**config.mk**
```make
export PLATFORM = sky130hd
export DESIGN_NAME = multicycle_controller_flat
export DESIGN_NICKNAME = d
export VERILOG_FILES = /design/src/rtl/multicycle_controller_if.sv /design/src/rtl/multicycle_controller.sv /design/src/flat_wrapper.sv
export SDC_FILE = /design/constraint.sdc
export NUM_CORES = 1
export LEC_CHECK = 0
export CAP_MARGIN = 40
export CORE_MARGIN = 10
export CORE_UTILIZATION = 50
export DETAILED_ROUTE_END_ITERATION = 6
export PLACE_DENSITY_LB_ADDON = 0.1
export SYNTH_ARGS = -nofsm -noshare
export SYNTH_HDL_FRONTEND = slang
export SYNTH_SLANG_ARGS = --single-unit
```
**constraint.sdc**
```tcl
create_clock -name clk -period 2.6 [get_ports clk]
set_input_delay 0.52 -clock clk [delete_from_list [all_inputs] [get_ports clk]]
set_output_delay 0.52 -clock clk [all_outputs]
set_load 0.02 [all_outputs]
```
**src/rtl/multicycle_controller_if.sv**
```systemverilog
// Unified memory port between the multicycle controller and memory: request, direction, address select, ready.
// Latency: pure wiring. Backpressure: mem_req is held until memory answers with a one-cycle mem_ready pulse.
// Controller side uses the master modport; memory (or a bench) uses slave.
interface multicycle_controller_if;
    logic mem_req;
    logic mem_we;
    logic mem_is_fetch;
    logic mem_ready;

    modport master (
        output mem_req,
        output mem_we,
        output mem_is_fetch,
        input  mem_ready
    );

    modport slave (
        input  mem_req,
        input  mem_we,
        input  mem_is_fetch,
        output mem_ready
    );
endinterface

```
**src/rtl/multicycle_controller.sv**
```systemverilog
// RV32I multicycle control FSM (FETCH/DECODE/EXEC/MEM/WB/HALTED); optional counters behind PERF_CNT_EN.
// Latency: zero-wait memory gives R/I/LUI/store 4, load 5, branch/JAL/JALR 3 cycles; outputs are Moore except ir_write/pc_write.
// Backpressure: stalls in FETCH/MEM until mem_ready; MEM_TIMEOUT waiting cycles without it halts with a bus error.
module multicycle_controller #(
    parameter int MEM_TIMEOUT = 255,
    parameter int CNT_W       = 32
) (
    input  logic                   clk,
    input  logic                   reset_n,
    multicycle_controller_if.master bus,
    input  logic [6:0]             opcode,
    input  logic                   branch_taken,
    output logic                   ir_write,
    output logic                   pc_write,
    output logic [1:0]             pc_src,
    output logic                   reg_write,
    output logic [1:0]             wb_sel,
    output logic                   alu_src_b,
    output logic [1:0]             alu_op,
    output logic                   halt,
    output logic [1:0]             error,
    output logic [2:0]             state_o
`ifdef PERF_CNT_EN
    ,
    output logic [CNT_W-1:0]       cycle_cnt,
    output logic [CNT_W-1:0]       instret_cnt
`endif
);

    localparam logic [2:0] S_FETCH  = 3'd0;
    localparam logic [2:0] S_DECODE = 3'd1;
    localparam logic [2:0] S_EXEC   = 3'd2;
    localparam logic [2:0] S_MEM    = 3'd3;
    localparam logic [2:0] S_WB     = 3'd4;
    localparam logic [2:0] S_HALTED = 3'd5;

    localparam logic [6:0] OP_R     = 7'b0110011;
    localparam logic [6:0] OP_I     = 7'b0010011;
    localparam logic [6:0] OP_LUI   = 7'b0110111;
    localparam logic [6:0] OP_LOAD  = 7'b0000011;
    localparam logic [6:0] OP_STORE = 7'b0100011;
    localparam logic [6:0] OP_B     = 7'b1100011;
    localparam logic [6:0] OP_JAL   = 7'b1101111;
    localparam logic [6:0] OP_JALR  = 7'b1100111;
    localparam logic [6:0] OP_HALT  = 7'b1111111;

    localparam logic [1:0] ERR_NONE    = 2'b00;
    localparam logic [1:0] ERR_ILLEGAL = 2'b01;
    localparam logic [1:0] ERR_TIMEOUT = 2'b10;

    localparam int WAIT_W = $clog2(MEM_TIMEOUT + 1);

    if (MEM_TIMEOUT < 1 || CNT_W < 1) begin : g_param_check
        $error("multicycle_controller: MEM_TIMEOUT and CNT_W must be >= 1");
    end

    logic [2:0]        state;
    logic [2:0]        state_nxt;
    logic [6:0]        op_q;
    logic [1:0]        error_nxt;
    logic [WAIT_W-1:0] wait_cnt;
    logic              wait_last;
    logic              mem_req_c;
    logic              mem_we_c;
    logic              mem_is_fetch_c;

    // The limit cycle is the MEM_TIMEOUT-th waiting cycle; a mem_ready in it still completes the access.
    assign wait_last = (wait_cnt == WAIT_W'(MEM_TIMEOUT - 1));

    always_comb begin
        state_nxt = state;
        error_nxt = error;
        case (state)
            S_FETCH: begin
                if (bus.mem_ready) begin
                    state_nxt = S_DECODE;
                end else if (wait_last) begin
                    state_nxt = S_HALTED;
                    error_nxt = ERR_TIMEOUT;
                end
            end
            S_DECODE: begin
                case (opcode)
                    OP_HALT: state_nxt = S_HALTED;
                    OP_R, OP_I, OP_LUI, OP_LOAD, OP_STORE, OP_B, OP_JAL, OP_JALR:
                        state_nxt = S_EXEC;
                    default: begin
                        state_nxt = S_HALTED;
                        error_nxt = ERR_ILLEGAL;
                    end
                endcase
            end
            S_EXEC: begin
                case (op_q)
                    OP_LOAD, OP_STORE:     state_nxt = S_MEM;
                    OP_B, OP_JAL, OP_JALR: state_nxt = S_FETCH;
                    default:               state_nxt = S_WB;
                endcase
            end
            S_MEM: begin
                if (bus.mem_ready) begin
                    state_nxt = (op_q == OP_STORE) ? S_FETCH : S_WB;
                end else if (wait_last) begin
                    state_nxt = S_HALTED;
                    error_nxt = ERR_TIMEOUT;
                end
            end
            S_WB:     state_nxt = S_FETCH;
            S_HALTED: state_nxt = S_HALTED;
            default:  state_nxt = S_FETCH;
        endcase
    end

    always_comb begin
        mem_req_c      = 1'b0;
        mem_we_c       = 1'b0;
        mem_is_fetch_c = 1'b0;
        ir_write       = 1'b0;
        pc_write       = 1'b0;
        pc_src         = 2'b00;
        reg_write      = 1'b0;
        wb_sel         = 2'b00;
        alu_src_b      = 1'b0;
        alu_op         = 2'b00;
        case (state)
            S_FETCH: begin
                mem_req_c      = 1'b1;
                mem_is_fetch_c = 1'b1;
                ir_write       = bus.mem_ready;
                pc_write       = bus.mem_ready;
            end
            S_EXEC: begin
                case (op_q)
                    OP_R: alu_op = 2'b10;
                    OP_I: begin
                        alu_op    = 2'b10;
                        alu_src_b = 1'b1;
                    end
                    OP_LUI, OP_LOAD, OP_STORE: alu_src_b = 1'b1;
                    OP_B: begin
                        alu_op   = 2'b01;
                        pc_src   = 2'b01;
                        pc_write = branch_taken;
                    end
                    OP_JAL: begin
                        reg_write = 1'b1;
                        wb_sel    = 2'b10;
                        pc_write  = 1'b1;
                        pc_src    = 2'b01;
                    end
                    OP_JALR: begin
                        reg_write = 1'b1;
                        wb_sel    = 2'b10;
                        pc_write  = 1'b1;
                        pc_src    = 2'b10;
                        alu_src_b = 1'b1;
                    end
                    default: ;
                endcase
            end
            S_MEM: begin
                mem_req_c = 1'b1;
                mem_we_c  = (op_q == OP_STORE);
            end
            S_WB: begin
                reg_write = 1'b1;
                wb_sel    = (op_q == OP_LOAD) ? 2'b01 : 2'b00;
            end
            default: ;
        endcase
    end

    // Request is decoded from state alone, so an asynchronous reset drops it immediately.
    assign bus.mem_req      = mem_req_c;
    assign bus.mem_we       = mem_we_c;
    assign bus.mem_is_fetch = mem_is_fetch_c;
    assign halt             = (state == S_HALTED);
    assign state_o          = state;

    always_ff @(posedge clk or negedge reset_n) begin
        if (!reset_n) begin
            state    <= S_FETCH;
            op_q     <= 7'd0;
            error    <= ERR_NONE;
            wait_cnt <= '0;
        end else begin
            state <= state_nxt;
            error <= error_nxt;
            if (state == S_DECODE) begin
                op_q <= opcode;
            end
            if (state_nxt != state && (state_nxt == S_FETCH || state_nxt == S_MEM)) begin
                wait_cnt <= '0;
            end else if (mem_req_c && !bus.mem_ready) begin
                wait_cnt <= wait_cnt + 1'b1;
            end
        end
    end

`ifdef PERF_CNT_EN
    logic retire;

    assign retire = (state == S_EXEC || state == S_MEM || state == S_WB) && (state_nxt == S_FETCH);

    always_ff @(posedge clk or negedge reset_n) begin
        if (!reset_n) begin
            cycle_cnt   <= '0;
            instret_cnt <= '0;
        end else begin
            if (state != S_HALTED) begin
                cycle_cnt <= cycle_cnt + 1'b1;
            end
            if (retire) begin
                instret_cnt <= instret_cnt + 1'b1;
            end
        end
    end
`endif

endmodule

```
**src/flat_wrapper.sv**
```systemverilog
// flat-port wrapper written by rule: the top's interface ports become plain ports
module multicycle_controller_flat 
#(
    parameter int MEM_TIMEOUT = 255,
    parameter int CNT_W       = 32
)
  (clk, reset_n, opcode, branch_taken, ir_write, pc_write, pc_src, reg_write, wb_sel, alu_src_b, alu_op, halt, error, state_o, bus_mem_req, bus_mem_we, bus_mem_is_fetch, bus_mem_ready);
  multicycle_controller_if bus_i ();
  input  logic clk;
  input  logic reset_n;
  input  logic [6:0] opcode;
  input  logic branch_taken;
  output logic ir_write;
  output logic pc_write;
  output logic [1:0] pc_src;
  output logic reg_write;
  output logic [1:0] wb_sel;
  output logic alu_src_b;
  output logic [1:0] alu_op;
  output logic halt;
  output logic [1:0] error;
  output logic [2:0] state_o;
  output wire logic [$bits(bus_i.mem_req)-1:0] bus_mem_req;
  output wire logic [$bits(bus_i.mem_we)-1:0] bus_mem_we;
  output wire logic [$bits(bus_i.mem_is_fetch)-1:0] bus_mem_is_fetch;
  input wire logic [$bits(bus_i.mem_ready)-1:0] bus_mem_ready;
  assign bus_mem_req = bus_i.mem_req;
  assign bus_mem_we = bus_i.mem_we;
  assign bus_mem_is_fetch = bus_i.mem_is_fetch;
  assign bus_i.mem_ready = bus_mem_ready;
  multicycle_controller #(.MEM_TIMEOUT(MEM_TIMEOUT), .CNT_W(CNT_W)) u_core (.clk(clk), .reset_n(reset_n), .bus(bus_i), .opcode(opcode), .branch_taken(branch_taken), .ir_write(ir_write), .pc_write(pc_write), .pc_src(pc_src), .reg_write(reg_write), .wb_sel(wb_sel), .alu_src_b(alu_src_b), .alu_op(alu_op), .halt(halt), .error(error), .state_o(state_o));
endmodule
```
==> summary by stage <==
Status
The run finished with clean final reports.

Detailed routing
The via count is 1,181. The DRC violation count after routing is 0. The detail-routed via count per cell is 5.52. After detailed routing, the average wire length per cell comes to 15.2 um. In this run the remaining antenna-violating nets after routing total 0. For this run, the detailed router's first-pass iteration total came to 4. The final layout contains routed wiring with a total length of between 3 and 4 mm.

The iteration-0 DRC count of the detailed router is 68.

Layout
Compared with the post-synthesis result, the final layout area differs by 31.5%. Cells fill a little over two thirds of the core in the end. The final layout net count is 199.

The post-route non-filler standard cell count is 214. The filler cells instantiated in the layout total around 210. The count of antenna diodes in the layout is 0.

In the final layout, the share of cells above drive strength 1 is 22.3%.

Global route
Global routing consumed, on the met2 layer, 21.0% of the routing resources. The via count of the first global-routing pass is 1,211. Global routing consumed, over all layers together, about an eighth of the routing resources. The met1 usage in global routing is 16.3%.

The first global-routing pass estimated 5.66 mm of wire. The total grt overflow is 0. The number of antenna violations at the first check in global routing is 0.

The met3 global-route usage is 3.67%. The pin count of the biggest net entering global routing is 21. The global routing stage identified its most utilized layer as met2.

Floorplanning
The die is 72.2 um tall. The core region is 0.00254 mm2. The number of ports placed on the die boundary is 30. The floorplan has 18 rows. The die area is 0.00521 mm2. For this configuration, the core starts out at a cell density of 53.5%. The die is 72.2 um wide.

Placement
The minimum setup slack after placement is -8.19 ps. After detailed placement, the design holds a cell count of 211. The detailed placement HPWL is ~2.6 mm. During placement, the flow inserted port buffers numbering 29. Routability-driven placement finished with a final weighted congestion of between 0.8 and 0.9.

Power
Of the total power, the share spent switching nets is 22.3%. The static leakage power is 0.852 nW. The total power after layout is 0.000504 W. VDD sags by at most 0.000344 V. The cell internal power dissipation is 0.000392 W. The logic gate share of total power is a little under a tenth. The switching power of the nets is 0.000112 W. Registers are responsible for 62.3% of the overall power. For this design the ratio of total power to cell area is 282 mW/mm2. Of the total power, the clock network draws 28.2%.

Worst setup path
The type of the setup path with the least slack is flip-flop to output pin. At the worst endpoint, the arrival time is 1930 ps. In this design, the stage delay of the slowest critical-path cell is just over 600 ps. The timing startpoint of the critical path is u_core.state_o[2].

The critical path launch point type is a flip-flop. The worst path required time is 2080 ps. Walking the worst path, the cells encountered are inv_2 > and3_1 > nand3_1 > nor2_1 > clkdlybuf4s50_1. The buffer and inverter count on the worst path is 2. The largest fanout on the critical path is 8. The slowest stage of the critical path belongs to the cell sky130_fd_sc_hd__clkdlybuf4s50_1. The worst setup path is captured at an output pin. The launching point of the worst reg2reg path is u_core.op_q[4]. The family of cells with the greatest summed delay on the critical path is buffers and inverters.

Timing
After layout, the worst setup slack is 147 ps. Setup repair after global routing left no endpoint under its margin. The summed negative setup slack over all endpoints is 0 ps.

The normalized max-slew margin is 76.6%. Derived from the worst setup path, the maximum achievable clock frequency is 408 MHz. The final critical delay including setup and external delays is 2450 ps. At the pin with the least slew margin, the transition time is ~350 ps. Across the routed clock network, the largest skew measured is 2.40 ps.

The number of hold-slack violations in the final timing report is 0. The number of max-slew violations in the final report is 0. Setup violations remaining at the end of the flow were counted as 0.

The final period utilization is 94.3%.

Synth
In this run, synthesis produced a sequential element count of 20. The yosys synthesis warning count is 0. A synthesized cell averages 9.52 um2. The synthesized design devotes to its leading area cell type a little under two fifths of total area.

The leading register cell type out of synthesis is sky130_fd_sc_hd__dfrtp_1. After synthesis, the netlist uses 51 different library cells. The gate count of the mapped netlist is 143. Yosys mapped a number of flops with a built-in enable equal to 0. Ranked by total cell area, the synthesized netlist is headed by sky130_fd_sc_hd__dfrtp_1 37%, sky130_fd_sc_hd__xor2_1 5.1%, sky130_fd_sc_hd__mux2_2 5.0%, sky130_fd_sc_hd__nor2_1 4.4%, sky130_fd_sc_hd__nand2_1 2.8%.

Summed over all instances, the cell type with the most area after synthesis is sky130_fd_sc_hd__dfrtp_1. The number of nets produced by synthesis is around 160. The cell area that synthesis handed to floorplanning was 0.00136 mm2. Sequential elements use 36.8% of the synthesized area. Of all flip-flops after synthesis, the portion carrying an async set or reset was 100%.

Clock network
TritonCTS built the clock tree. The number of H-tree levels is 1. Clock-pin slew was measured on the worst setup and hold paths at 110 ps. At the later pin of the worst-skew pair, clock insertion delay measures 290 ps. The buffer depth of the longest clock path is 2.

After clock tree synthesis, the flow added hold-fix buffers numbering 0. The cell at the root of the clock tree is sky130_fd_sc_hd__clkbuf_4. The clock net in this run drives a total of 20 sinks.

Buffers inserted during clock tree synthesis total 3.

Flow run
The max-cap violation count is 0.

Min path
The worst hold-check path type is flip-flop to flip-flop. The startpoint identified for the worst hold timing path is u_core.error[0].
layout by cell type (no fill, tap or decap), types with 2 or more instances in the layout:
| cell | instances |
|---|---|
| sky130_fd_sc_hd__and3_1 | 3 |
| sky130_fd_sc_hd__buf_4 | 15 |
| sky130_fd_sc_hd__nand2b_1 | 3 |
| sky130_fd_sc_hd__dfrtp_1 | 20 |
| sky130_fd_sc_hd__nor2_1 | 16 |
| sky130_fd_sc_hd__ha_1 | 2 |
| sky130_fd_sc_hd__xor2_1 | 8 |
| sky130_fd_sc_hd__dlygate4sd2_1 | 5 |
| sky130_fd_sc_hd__nand2_1 | 10 |
| sky130_fd_sc_hd__and2_1 | 3 |
| sky130_fd_sc_hd__inv_1 | 7 |
| sky130_fd_sc_hd__clkdlybuf4s50_1 | 20 |
| sky130_fd_sc_hd__dlymetal6s2s_1 | 3 |
| sky130_fd_sc_hd__nand4_1 | 4 |
| sky130_fd_sc_hd__mux2_2 | 6 |
| sky130_fd_sc_hd__clkbuf_4 | 3 |
| sky130_fd_sc_hd__nor2b_1 | 3 |
| sky130_fd_sc_hd__nor3_1 | 4 |
| sky130_fd_sc_hd__o21ai_0 | 3 |
| sky130_fd_sc_hd__a21oi_1 | 5 |
| sky130_fd_sc_hd__nand3_1 | 5 |
| sky130_fd_sc_hd__and4_1 | 2 |
| sky130_fd_sc_hd__o21a_1 | 2 |
cell type report:
| type | count | area (um2) | area share, % |
|---|---|---|---|
| clock buffers | 3 | 22.5 | 1.26 |
| inverters | 8 | 30.0 | 1.68 |
| multi-input cells | 109 | 801 | 44.7 |
| flip-flops and latches | 20 | 500 | 28.0 |
| well taps | 30 | 37.5 | 2.10 |
| repair buffers | 44 | 399 | 22.3 |
synthesized netlist by cell type, types with 3 or more instances:
master                      n
sky130_fd_sc_hd__nor2b_1    3
sky130_fd_sc_hd__nand3_1    5
sky130_fd_sc_hd__nand4_1    4
sky130_fd_sc_hd__dfrtp_1   20
sky130_fd_sc_hd__nor3_1     5
sky130_fd_sc_hd__xor2_1     8
sky130_fd_sc_hd__inv_1      7
sky130_fd_sc_hd__and2_1     3
sky130_fd_sc_hd__nand2_1   10
sky130_fd_sc_hd__buf_4      3
sky130_fd_sc_hd__and3_1     3
sky130_fd_sc_hd__o21ai_0    3
sky130_fd_sc_hd__nand2b_1   3
sky130_fd_sc_hd__a21oi_1    5
sky130_fd_sc_hd__nor2_1    16
sky130_fd_sc_hd__mux2_2     6
what timing repair did:
item                                    in CTS  in global routing
resized for setup                            6                  6
hold endpoints to repair                     0                  0
buffers inserted                             0                  0
endpoints found under the setup margin       6                  5
routing by layer:
layer | routed length (um) | share of wire, %
met1 | 1510 | 46
met2 | 1480 | 45
met3 | 244 | 7.5
met4 | 27 | 0.83
met5 | 0 | 0
registers in the layout, summed over array words and instances, names as in the netlist:
| register | cells |
|---|---|
| u_core.state_o | 3 |
| u_core.error | 2 |
| u_core.wait_cnt | 8 |
| u_core.op_q | 7 |
power by group through the flow:
stage               sequential [W]  combinational [W]  clock, W
finish                    0.000314          0.0000479  0.000142
global placement          0.000320          0.0000467         0
CTS                       0.000314          0.0000485  0.000149
global route              0.000315          0.0000520  0.000157
floorplan                 0.000320          0.0000132         0
detailed placement        0.000320          0.0000481         0
per-stage QoR:
step / cell area (um2) / hold slack [ps]
after floorplan: 1360 / 224
after global placement: 1770 / 463
after detailed placement: 1770 / 485
after CTS: 1780 / 514
after global routing: 1790 / 536
final: 1790 / 503
cell families (layout without fill, tap and decap cells):
kind of cell    Yosys count  count (layout)  synth area share (%)
fa+ha+maj                 2               2                  1.84
buf+inv                  14              55                  4.78
flops                    20              20                  36.8
compound gates           26              26                  17.8
mux                       6               6                  4.96
simple gates             66              66                  28.0
xor+xnor                  9               9                  5.79
path summary, 6_finish.rpt:
path | endpoint | slack, ps | cells after the start
worst max-delay path | alu_op[1] | 150 | 5
worst min-delay path | u_core.error[0] | 500 | 1
worst max register to register | u_core.wait_cnt[5] | 470 | 7
worst min register to register | u_core.error[0] | 500 | 1
max in group asynchronous | u_core.op_q[3] | 1840 | 2
min in group asynchronous | u_core.wait_cnt[2] | 550 | 2
Power figures use the tool's default switching activity.
